==> config.mk <==
export PLATFORM = sky130hd
export DESIGN_NAME = multiple_sequencer_flat
export DESIGN_NICKNAME = d
export VERILOG_FILES = /design/src/rtl/multiple_sequencer_if.sv /design/src/rtl/multiple_sequencer.sv /design/src/flat_wrapper.sv
export SDC_FILE = /design/constraint.sdc
export NUM_CORES = 1
export LEC_CHECK = 0
export CAP_MARGIN = 20
export CELL_PAD_IN_SITES_DETAIL_PLACEMENT = 0
export CELL_PAD_IN_SITES_GLOBAL_PLACEMENT = 1
export CORE_MARGIN = 3
export CORE_UTILIZATION = 34
export DETAILED_ROUTE_END_ITERATION = 7
export PLACE_DENSITY = 0.84
export SLEW_MARGIN = 25
export SYNTH_ARGS = -nofsm -noshare
export SYNTH_HDL_FRONTEND = slang
export SYNTH_SLANG_ARGS = --single-unit
==> constraint.sdc <==
create_clock -name clk -period 2.9 [get_ports clk]
set_input_delay 0.29 -clock clk [delete_from_list [all_inputs] [get_ports clk]]
set_output_delay 0.29 -clock clk [all_outputs]
set_load 0.005 [all_outputs]
==> src/rtl/multiple_sequencer_if.sv <==
// multiple_sequencer_if: mask/enable bus between the LM/SM controller and the register-index sequencer; xfer_count exists only with MULTIPLE_SEQ_COUNT_EN
interface multiple_sequencer_if #(
  parameter int NREGS = 8,
  parameter int AW    = 3
);
  logic [NREGS-1:0] imm;
  logic             multiple_enable;
  logic [AW-1:0]    reg_addr;
  logic             flag_multiple;
  logic             pending;
`ifdef MULTIPLE_SEQ_COUNT_EN
  logic [AW:0]      xfer_count;
`endif
  modport master (
    output imm, multiple_enable,
    input  reg_addr, flag_multiple, pending
`ifdef MULTIPLE_SEQ_COUNT_EN
    , input xfer_count
`endif
  );
  modport slave (
    input  imm, multiple_enable,
    output reg_addr, flag_multiple, pending
`ifdef MULTIPLE_SEQ_COUNT_EN
    , output xfer_count
`endif
  );
endinterface

==> src/rtl/multiple_sequencer.sv <==
// multiple_sequencer: LM/SM register-index sequencer, lowest pending register first; MULTIPLE_SEQ_COUNT_EN adds a saturating transfer counter
module multiple_sequencer #(
  parameter int NREGS = 8,
  parameter int AW    = 3
) (
  input logic clk,
  input logic reset,
  multiple_sequencer_if.slave bus
);
  logic [NREGS-1:0] mask_q, mask_d, mask_rest;
  logic [AW-1:0]    addr;
  assign mask_rest         = mask_q & (mask_q - NREGS'(1));
  assign bus.reg_addr      = addr;
  assign bus.pending       = |mask_q;
  assign bus.flag_multiple = mask_rest == '0;
  // priority encoder: index of the lowest set mask bit, 0 when empty
  always_comb begin
    addr = '0;
    for (int i = NREGS - 1; i >= 0; i--) if (mask_q[i]) addr = AW'(i);
  end
  // track imm while idle, otherwise retire the lowest pending register (empty stays empty)
  always_comb mask_d = bus.multiple_enable ? mask_rest : bus.imm;
  // mask register
  always_ff @(posedge clk or posedge reset) begin
    if (reset) mask_q <= '0;
    else mask_q <= mask_d;
  end
`ifdef MULTIPLE_SEQ_COUNT_EN
  logic [AW:0] cnt_q, cnt_d;
  assign bus.xfer_count = cnt_q;
  // count enabled transfers, cleared while idle, saturating at NREGS
  always_comb cnt_d = !bus.multiple_enable ? '0
                    : (|mask_q && cnt_q != (AW+1)'(NREGS)) ? cnt_q + (AW+1)'(1) : cnt_q;
  // transfer counter register
  always_ff @(posedge clk or posedge reset) begin
    if (reset) cnt_q <= '0;
    else cnt_q <= cnt_d;
  end
`endif
endmodule

==> src/flat_wrapper.sv <==
// flat-port wrapper written by rule: the top's interface ports become plain ports
module multiple_sequencer_flat 
#(
  parameter int NREGS = 8,
  parameter int AW    = 3
)
  (clk, reset, bus_imm, bus_multiple_enable, bus_reg_addr, bus_flag_multiple, bus_pending);
  multiple_sequencer_if #(.NREGS(NREGS), .AW(AW)) bus_i ();
  input logic clk;
  input logic reset;
  input wire logic [$bits(bus_i.imm)-1:0] bus_imm;
  input wire logic [$bits(bus_i.multiple_enable)-1:0] bus_multiple_enable;
  output wire logic [$bits(bus_i.reg_addr)-1:0] bus_reg_addr;
  output wire logic [$bits(bus_i.flag_multiple)-1:0] bus_flag_multiple;
  output wire logic [$bits(bus_i.pending)-1:0] bus_pending;
  assign bus_i.imm = bus_imm;
  assign bus_i.multiple_enable = bus_multiple_enable;
  assign bus_reg_addr = bus_i.reg_addr;
  assign bus_flag_multiple = bus_i.flag_multiple;
  assign bus_pending = bus_i.pending;
  multiple_sequencer #(.NREGS(NREGS), .AW(AW)) u_core (.clk(clk), .reset(reset), .bus(bus_i));
endmodule
==> flow_summary_export.csv <==
group,metric,value,unit
outcome,outcome,"finished clean",
critical_path,end_kind,"primary output",
final_layout,fillers,130,
pwr,p_leak,0.000280,uW
timing,timing.hold.ws,0.276,ns
drt,viasPerCell,4.94,
final_layout,regMostFlops,"u_core.mask_q",
final_layout,fin_util,0.495,
pwr,power_density,443,mW/mm2
synth,ys.flop_type,"dfrtp_1",
synth,synth_seq_cells,8,
critical_path,arrival,2.21,ns
final_layout,design_area,668,um2
floorplanning,io_pins,16,
synth,synthArstFlopShare,1.00,
clock_network,root_buffer,"clkbuf_4",
grt,antenna_found_initial,0,
grt,grtUsageTotal,0.124,
synth,yosysWarnings,0,
synth,synth_nets,69,
synth,syn_inst,58,
drt,ant_nets,0,
synth,avgSynthCellArea,8.80,um2
placement,post_dp_cell_area,646,um2
critical_path,startpoint_type,"flop",
final_layout,top_regs,"u_core.mask_q (8)",
drt,wl,945,um
timing,worst_slew_pin_slew,0.467,ns
timing,clock_skew,0.00103,ns
timing,hold_viol,0,
timing,finalCritPeriodShare,0.864,
run,cap_violations,0,
placement,post-dp-hpwl,752,um
synth,syn_area,510,um2
critical_path,path_cells,"or4_4 -> a2111oi_4 -> o31a_1 -> clkdlybuf4s50_1",
pwr,power,296,uW
timing,period_minus_slack,2.50,ns
clock_network,cts_tree,"done",
critical_path,worstPathMaxFanout,6,
final_layout,largest_reg_flops,8,
clock_network,clk_pin_slew,0.05,ns
grt,grt.overflow.total,0,
critical_path,r2r_start,"u_core.mask_q[3]",
clock_network,cts_setup_buffers,0,
drt,drc,0,
min_path,min_path_type,"in -> async",
critical_path,cpPeakStageDelay,0.61,ns
critical_path,critical_path_required,2.61,ns
timing,slew_headroom,0.688,
floorplanning,die_h,44.8,um
placement,portBuffers,15,
clock_network,cts_resized,0,
floorplanning,die_area,0.00200,mm2
clock_network,cts_made_buffers,3,
clock_network,clock_latency,0.25,ns
critical_path,criticalPathCategory,"reg -> out",
clock_network,ctsHoldBuffers,0,
final_layout,diodes,0,
grt,grt_pass1_wl,1720,um
final_layout,drive_gt1_frac,0.0845,
timing,drv_slew,0,
synth,yosysSeqAreaShare,0.392,
final_layout,area_growth,30.9,%
critical_path,cp_slowest_cell,"or4_4",
drt,drt-initial-drc-count,3,
floorplanning,die_w,44.8,um
clock_network,clock-sinks,8,
grt,grt_start_max_net_pins,16,
drt,vias,425,
critical_path,startpoint,"u_core.mask_q[3]",
timing,max_freq,399,MHz
grt,grt_pass1_vias,403,
timing,rsz0062_at_grt,"no",
synth,synth-edff-count,0,
synth,synth_cell_type_count,24,
timing,setup_violations,0,
timing,fin_setup_tns,0,ns
final_layout,nNetsFinal,84,
clock_network,clock_path_buffers,2,
floorplanning,core,0.00135,mm2
drt,firstDrtPassIters,2,
pwr,peakVddDrop,0.220,mV
floorplanning,start_util,0.378,
drt,drt-wirelength-per-cell,11.0,um
placement,routabilityCongestion,0.762,
floorplanning,row_count,13,
clock_network,htreeDepth,1,
cell usage in the layout (no fill, tap or decap), types with 2 or more instances in the layout:
master	instances
nor2_1	2
nand2_1	3
dfrtp_1	8
clkdlybuf4s50_1	15
o22ai_1	2
o211ai_1	2
o21ai_1	2
nand3_1	2
inv_1	10
o21ai_0	3
clkbuf_4	3
a21oi_1	3
nor3_1	5
cell usage after synthesis, drive strengths merged, types with 2 or more instances:
library cell	n	area, um2
nand2	3	11.3
nor3	5	25.0
buf	2	22.5
a21oi	3	15.0
dfrtp	8	200
o22ai	2	12.5
nand3	2	10.0
inv	10	37.5
nor2	2	7.51
clkbuf	3	11.3
o21ai	5	25.0
o211ai	2	15.0
cell type report:
cell class	instances	area [um2]	share of cell area
inverter	10	37.5	0.0562
timing repair buffer	15	150	0.225
multi-input combinational	35	239	0.358
clock buffer	3	22.5	0.0337
tap	15	18.8	0.0281
sequential	8	200	0.300
kinds of logic after synthesis:
kind of cell	synth area share
flip-flops	0.392
AND/OR/NAND/NOR	0.176
adder cells (fa/ha/maj)	0.0196
AO/OA/AOI/OAI	0.272
buffers and inverters	0.140
routing by layer:
| metal | wire length (um) | part of all wire | vias to the layer above | global-route usage |
|---|---|---|---|---|
| li1 | - | - | 229 | - |
| met1 | 460 | 0.49 | 184 | 0.155 |
| met2 | 416 | 0.44 | 10 | 0.172 |
| met3 | 44 | 0.047 | 2 | 0.0478 |
| met4 | 23 | 0.024 | 0 | 0.0904 |
| met5 | 0 | 0 | - | 0 |
power by group:
part	total, uW	leakage (uW)	switching (uW)	internal (uW)
combinational	72.7	0.000166	27.2	45.5
sequential	141	0.000100	20.1	121
clock	82.1	0.0000138	34.9	47.2
total	296	0.000280	82.2	214
stage by stage:
stage          setup slack (ns)  cells
2_1_floorplan              1.12     58
5_1_grt                   0.270     86
6_report                  0.396     86
3_3_place_gp              0.693     83
4_1_cts                   0.391     86
3_5_place_dp              0.671     83
final timing paths:
path	cells past startpoint	end	slack, ns
setup / recovery	4	bus_flag_multiple	0.40
hold / removal	2	u_core.mask_q[6]	0.28
setup reg to reg	3	u_core.mask_q[6]	1.38
hold reg to reg	2	u_core.mask_q[7]	0.63
max in group asynchronous	2	u_core.mask_q[0]	2.40
min in group clk	3	u_core.mask_q[4]	0.57
worst max-delay path, delay by kind of cell, from the launching register on:
kind                   cells  cell delay (ns)
AO/OA/AOI/OAI              2             0.44
flip-flops                 1             0.42
buffers and inverters      1             0.49
AND/OR/NAND/NOR            1             0.61
Power figures use the tool's default switching activity.
